<file path="src/rtl/hbm_pc_rd_arbiter_pkg.sv">
// hbm_pc_rd_arbiter_pkg: shared types, error bit positions and sizing helper
// for the HBM pseudo-channel read arbiter.
package hbm_pc_rd_arbiter_pkg;

    // Command fields are sized for the widest supported port; narrower ports use the low bits.
    localparam int CMD_ADD_W = 64;
    localparam int CMD_LEN_W = 8;
    localparam int CMD_ID_W  = 4;

    localparam int ERR_RRESP = 0;
    localparam int ERR_RID   = 1;
    localparam int ERR_RLAST = 2;

    typedef struct packed {
        logic [CMD_ADD_W-1:0] addr;
        logic [CMD_LEN_W-1:0] len;
        logic [CMD_ID_W-1:0]  id;
    } ar_cmd_t;

    function automatic int req_idx_w(input int nb_req);
        return (nb_req > 1) ? $clog2(nb_req) : 1;
    endfunction

endpackage

</file>
<file path="src/rtl/hbm_pc_rd_arbiter_rr.sv">
// pc_rr_arbiter: round-robin pick of the first eligible requester at or after
// a registered pointer; the pointer advances past the winner on each grant.
module pc_rr_arbiter
    import hbm_pc_rd_arbiter_pkg::*;
#(
    parameter int NB_REQ = 2
) (
    input  logic              clk,
    input  logic              a_rst_n,
    input  logic [NB_REQ-1:0] eligible,
    input  logic              update,
    output logic [NB_REQ-1:0] grant
);

    localparam int PW = req_idx_w(NB_REQ);

    logic [PW-1:0] ptr;
    logic [PW-1:0] ptr_nxt;
    logic [PW-1:0] idx;
    logic          found;

    always_comb begin
        grant   = '0;
        ptr_nxt = ptr;
        idx     = '0;
        found   = 1'b0;
        for (int k = 0; k < NB_REQ; k++) begin
            idx = PW'((int'(ptr) + k) % NB_REQ);
            if (!found && update && eligible[idx]) begin
                found      = 1'b1;
                grant[idx] = 1'b1;
                ptr_nxt    = PW'((int'(ptr) + k + 1) % NB_REQ);
            end
        end
    end

    always_ff @(posedge clk or negedge a_rst_n) begin
        if (!a_rst_n) ptr <= '0;
        else          ptr <= ptr_nxt;
    end

endmodule

</file>
<file path="src/rtl/hbm_pc_rd_arbiter.sv">
// hbm_pc_rd_arbiter: shares one HBM pseudo-channel AXI4 read port between NB_REQ
// requesters with round-robin AR, per-requester burst credits and RID steering.
module hbm_pc_rd_arbiter
    import hbm_pc_rd_arbiter_pkg::*;
#(
    parameter int NB_REQ     = 2,
    parameter int AXI_ADD_W  = 64,
    parameter int AXI_DATA_W = 512,
    parameter int AXI_ID_W   = 4,
    parameter int AXI_LEN_W  = 8,
    parameter int MAX_OUTSTD = 16
) (
    input  logic                        clk,
    input  logic                        a_rst_n,
    input  logic [NB_REQ-1:0]           req_arvalid,
    output logic [NB_REQ-1:0]           req_arready,
    input  logic [NB_REQ*AXI_ADD_W-1:0] req_araddr,
    input  logic [NB_REQ*AXI_LEN_W-1:0] req_arlen,
    output logic [AXI_ID_W-1:0]         m_axi_arid,
    output logic [AXI_ADD_W-1:0]        m_axi_araddr,
    output logic [AXI_LEN_W-1:0]        m_axi_arlen,
    output logic                        m_axi_arvalid,
    input  logic                        m_axi_arready,
    input  logic [AXI_ID_W-1:0]         m_axi_rid,
    input  logic [AXI_DATA_W-1:0]       m_axi_rdata,
    input  logic [1:0]                  m_axi_rresp,
    input  logic                        m_axi_rlast,
    input  logic                        m_axi_rvalid,
    output logic                        m_axi_rready,
    output logic [NB_REQ-1:0]           req_rvalid,
    output logic [AXI_DATA_W-1:0]       req_rdata,
    output logic                        req_rlast,
    input  logic [NB_REQ-1:0]           req_rready,
    output logic                        idle,
    output logic [2:0]                  error
);

    localparam int CW = $clog2(MAX_OUTSTD + 1);

    ar_cmd_t           cmd_q, cmd_d;
    logic              arvalid_q;
    logic              slot_free;
    logic [NB_REQ-1:0] eligible, grant, dec;
    logic [CW-1:0]     outstd [NB_REQ];
    logic              rid_ok, rlast_hs, underflow;
    logic [2:0]        err_q, err_set;

    pc_rr_arbiter #(.NB_REQ(NB_REQ)) u_rr (
        .clk      (clk),
        .a_rst_n  (a_rst_n),
        .eligible (eligible),
        .update   (slot_free),
        .grant    (grant)
    );

    assign slot_free     = !arvalid_q || m_axi_arready;
    assign req_arready   = grant;
    assign m_axi_arvalid = arvalid_q;
    assign m_axi_arid    = AXI_ID_W'(cmd_q.id);
    assign m_axi_araddr  = AXI_ADD_W'(cmd_q.addr);
    assign m_axi_arlen   = AXI_LEN_W'(cmd_q.len);
    assign req_rdata     = m_axi_rdata;
    assign req_rlast     = m_axi_rlast;
    assign error         = err_q;

    always_comb begin
        cmd_d        = cmd_q;
        eligible     = '0;
        req_rvalid   = '0;
        dec          = '0;
        m_axi_rready = 1'b1;
        rid_ok       = 1'b0;
        underflow    = 1'b0;
        idle         = !arvalid_q;
        for (int i = 0; i < NB_REQ; i++) begin
            eligible[i] = req_arvalid[i] && (outstd[i] < CW'(MAX_OUTSTD));
            idle        = idle && (outstd[i] == '0);
            if (grant[i]) begin
                cmd_d.addr = CMD_ADD_W'(req_araddr[i*AXI_ADD_W +: AXI_ADD_W]);
                cmd_d.len  = CMD_LEN_W'(req_arlen[i*AXI_LEN_W +: AXI_LEN_W]);
                cmd_d.id   = CMD_ID_W'(i);
            end
            if (m_axi_rid == AXI_ID_W'(i)) begin
                rid_ok        = 1'b1;
                m_axi_rready  = req_rready[i];
                req_rvalid[i] = m_axi_rvalid;
            end
        end
        // Unknown RIDs fall through with rready=1 so the channel never stalls on them.
        rlast_hs = m_axi_rvalid && m_axi_rready && m_axi_rlast;
        for (int i = 0; i < NB_REQ; i++) begin
            if (rlast_hs && m_axi_rid == AXI_ID_W'(i)) begin
                dec[i]    = outstd[i] != '0;
                underflow = outstd[i] == '0;
            end
        end
        err_set            = '0;
        err_set[ERR_RRESP] = m_axi_rvalid && m_axi_rready && (m_axi_rresp != 2'b00);
        err_set[ERR_RID]   = m_axi_rvalid && !rid_ok;
        err_set[ERR_RLAST] = underflow;
    end

    always_ff @(posedge clk or negedge a_rst_n) begin
        if (!a_rst_n) begin
            cmd_q     <= '0;
            arvalid_q <= 1'b0;
            err_q     <= '0;
            for (int i = 0; i < NB_REQ; i++) outstd[i] <= '0;
        end else begin
            cmd_q     <= cmd_d;
            arvalid_q <= (|grant) || (arvalid_q && !m_axi_arready);
            err_q     <= err_q | err_set;
            for (int i = 0; i < NB_REQ; i++) begin
                if (grant[i] && !dec[i] && outstd[i] != CW'(MAX_OUTSTD))
                    outstd[i] <= outstd[i] + 1'b1;
                else if (dec[i] && !grant[i])
                    outstd[i] <= outstd[i] - 1'b1;
            end
        end
    end

endmodule

</file>
<file path="config.mk">
export PLATFORM = sky130hd
export DESIGN_NAME = hbm_pc_rd_arbiter
export DESIGN_NICKNAME = d
export VERILOG_FILES = /design/src/rtl/hbm_pc_rd_arbiter_pkg.sv /design/src/rtl/hbm_pc_rd_arbiter_rr.sv /design/src/rtl/hbm_pc_rd_arbiter.sv
export SDC_FILE = /design/constraint.sdc
export NUM_CORES = 1
export LEC_CHECK = 0
export CAP_MARGIN = 15
export CORE_AREA = 4 4 495 497
export CTS_BUF_LIST = sky130_fd_sc_hd__clkbuf_16
export DETAILED_ROUTE_END_ITERATION = 10
export DIE_AREA = 0 0 499 501
export GPL_ROUTABILITY_DRIVEN = 0
export PLACE_DENSITY = 0.3
export SKIP_LAST_GASP = 1
export SYNTH_ARGS = -nofsm -noshare
export SYNTH_HDL_FRONTEND = slang
export SYNTH_SLANG_ARGS = --single-unit
</file>
<file path="constraint.sdc">
create_clock -name clk -period 3.2 [get_ports clk]
set_input_delay 0.8 -clock clk [delete_from_list [all_inputs] [get_ports clk]]
set_output_delay 0.8 -clock clk [all_outputs]
set_load 0.01 [all_outputs]
</file>
==> reports/qor.csv, run 1 <==
stage,metric,value,unit
floorplanning,start_util,3.26,%
global_route,grt_overflow,0,
worst_setup_path,critPathLaunch,m_axi_rid[0],
yosys,ys_seq_elements,88,
finish,fin_util,4.54,%
worst_setup_path,regToRegEndpoint,outstd[9],
sta,maxSlewHeadroom,54.6,%
worst_setup_path,cp.required,2.40,ns
drt,drc,0,
power,cellPowerDensity,627,nW/um^2
worst_setup_path,arrival,2.31,ns
sta,fmax,322,MHz
worst_setup_path,cp-end-kind,output port,
clock_network,htree_levels,3,
placed_design,dp_cells,3779,
clock_network,cts_max_path_buffers,2,
yosys,seq_area_frac_synth,28.2,%
yosys,synthCells,855,
hold_path,min_path_type,in -> async,
sta,maxSlewViolCount,0,
power,peakVddDrop,0.315,mV
finish,syn2layout_area_growth,39.6,%
sta,finalHoldViolCount,0,
placed_design,dp_hpwl,154000,um
yosys,yosysUniqueCellTypes,36,
worst_setup_path,r2r_cells,9,
floorplanning,io_pins,1270,
job,max_cap_violations,0,
worst_setup_path,path_class,in -> out,
floorplanning,core_area,240000,um^2
floorplanning,rows,180,
drt,wl_per_cell,42.7,um
clock_network,cts_root_buf,clkbuf_16,
sta,period_share,97.1,%
drt,vias_per_cell,1.44,
clock_network,tritoncts,built,
sta,grt_setup_unrepaired,false,
power,leakage,0.00328,uW
global_route,grt.total_usage,12.4,%
sta,holdWs,0.319,ns
drt,wl,162000,um
global_route,grt_pass1_vias,5552,
clock_network,clkSinkCount,88,
finish,final_nets,1286,
global_route,antenna_found_initial,40,
drt,ant_nets,0,
sta,period_minus_slack,3.11,ns
sta,worst_pin_slew,0.679,ns
worst_setup_path,crit_fanout,2,
finish,multi_input_area,1420,um^2
clock_network,cts_buffers,9,
global_route,grt_max_degree,47,
drt,drt-pass1-iter-count,7,
drt,vias,5460,
clock_network,cts_hold_buffers,0,
finish,drive_gt1_share,12.0,%
global_route,grt_pass1_wl,175000,um
status,status,completed,
sta,finalSetupViolations,0,
yosys,syn_avg_cell_area,9.15,um^2
floorplanning,die_y,501,um
drt,drtIter0Drc,564,
clock_network,clkLatencyLatePin,0.43,ns
worst_setup_path,r2r_start,outstd[6],
floorplanning,fp.dieW,499,um
clock_network,cts.clk_slew.worst_paths,0.09,ns
floorplanning,die_area,250000,um^2
finish,final_cells,3800,
yosys,syn_area,7820,um^2
finish,n_fill_cell,28400,
yosys,synth_warnings,0,
worst_setup_path,reg2reg_slack,0.54,ns
worst_setup_path,setup.worst_path.start_class,input pin,
sta,fin_skew,0.0201,ns
finish,regArea,2200,um^2
placed_design,port_buffers,242,
## timing repair
action | CTS | global route
resized for setup | 3 | 1
setup buffers | 1 | 0
pin swaps | 1 | 1
endpoints found under the setup margin | 3 | 2
gates cloned | 0 | 0
## placed cells by master (no fill, tap or decap), types with 2 or more instances in the layout
cell type        count
a21o_1               5
a21oi_1              3
a21oi_2              2
a222oi_1            72
buf_12               5
buf_4               37
clkbuf_16            9
clkdlybuf4s50_1    234
clkinv_1             2
clkinv_2             2
conb_1               3
dfrtp_1             88
diode_2              5
dlygate4sd2_1        3
fa_1                 2
ha_1                 6
inv_1               78
mux2_2               2
mux2_4               3
mux2i_1              3
nand2_1              9
nand2b_1             3
nor2_1               4
nor2b_1              2
nor3_1               3
o21ai_0              2
or3_4                2
or4_1                2
xnor2_1              4
xor2_1               4
## state kept, by name, summed over array words and instances (netlist names)
register,count
error,3
m_axi_araddr,64
m_axi_arid,1
m_axi_arlen,8
m_axi_arvalid,1
outstd,10
u_rr.ptr,1
## through the flow
step                worst slack [ns]  TNS (ns)  area [um^2]  total power [uW]
floorplan                     0.0350         0         7850              4190
global placement              -0.425     -5.95        10600              5900
detailed placement            -0.408     -6.22        10600              5890
CTS                           0.0805         0        10900              7090
global route                  0.0295         0        10900              7380
finish                        0.0923         0        10900              6840
## power by group
part | switching (uW) | total [uW] | internal [uW]
clock network | 591 | 1100 | 512
logic | 1800 | 3670 | 1870
registers | 423 | 2070 | 1650
total | 2820 | 6840 | 4030
## cell type report
class | instances | area share (%)
diodes | 5 | 0.115
clock buffers | 9 | 2.06
well taps | 3185 | 36.5
inverters | 77 | 2.65
clock inverters | 6 | 0.264
flip-flops and latches | 88 | 20.2
multi-input cells | 150 | 13.0
repair buffers | 280 | 25.3
## cells by family (layout without fill, tap and decap cells)
logic type               Yosys count  in the layout  synth area share, %
AO/OA/AOI/OAI                     91             91                 11.0
XOR/XNOR                           8              8                0.896
adder cells (fa/ha/maj)            9              9                 1.63
buffers and inverters            619            372                 54.5
flip-flops                        88             88                 28.2
multiplexers                       9              9                 1.54
other                              1              8               0.0479
AND/OR/NAND/NOR                   30             30                 2.21
## critical path, stage by stage
cell and delay [ns]:
clkdlybuf4s50_1 0.52, mux2i_1 0.26, buf_4 0.14, nand2_1 0.07, clkdlybuf4s50_1 0.51
## cells in the mapped netlist, drive strengths merged
cell	n	area, um^2
buf	518	3890
dfrtp	88	2200
inv	77	289
a222oi	72	721
clkbuf	24	90.1
nand2	10	45.0
ha	7	87.6
a21o	5	37.5
a21oi	5	25.0
mux2	5	67.6
nor2	5	21.3
mux2i	4	52.6
xnor2	4	35.0
xor2	4	35.0
nand2b	3	18.8
nor3	3	15.0
o21ai	3	15.0
or4	3	26.3
fa	2	40.0
nor2b	2	12.5
or3	2	22.5
a221oi	1	8.76
and3	1	6.26
conb	1	3.75
nand3	1	5.00
o211a	1	10.0
o211ai	1	7.51
o21a	1	7.51
o21bai	1	7.51
o31ai	1	21.3
## per-layer routing
layer | vias to the layer above | GRT usage (%) | part of all wire (%)
met5 | - | 1.29 | 0.36
met4 | 30 | 3.46 | 2.9
met3 | 242 | 23.1 | 40
met2 | 1177 | 20.1 | 45
met1 | 2200 | 4.19 | 12
li1 | 1811 | - | -
## worst max-delay path by stage
stage                           endpoint  slack (ns)  cells after the start
after floorplan                outstd[9]        0.03                      8
after global placement         outstd[8]       -0.43                      9
after detailed placement       outstd[8]       -0.41                      9
after CTS                 req_arready[0]        0.08                      6
after global routing        m_axi_rready        0.03                      5
final                       m_axi_rready        0.09                      5
No activity file was read; power rests on OpenSTA's default activity.
==> inputs of run 2 (changes only) <==
--- a/config.mk
+++ b/config.mk
@@ -12,7 +12,6 @@
 export DIE_AREA = 0 0 499 501
 export GPL_ROUTABILITY_DRIVEN = 0
 export PLACE_DENSITY = 0.3
-export SKIP_LAST_GASP = 1
 export SYNTH_ARGS = -nofsm -noshare
 export SYNTH_HDL_FRONTEND = slang
 export SYNTH_SLANG_ARGS = --single-unit
==> results of run 2 <==
Same layout as run 1: the final DEF is identical, and so are final timing and power.
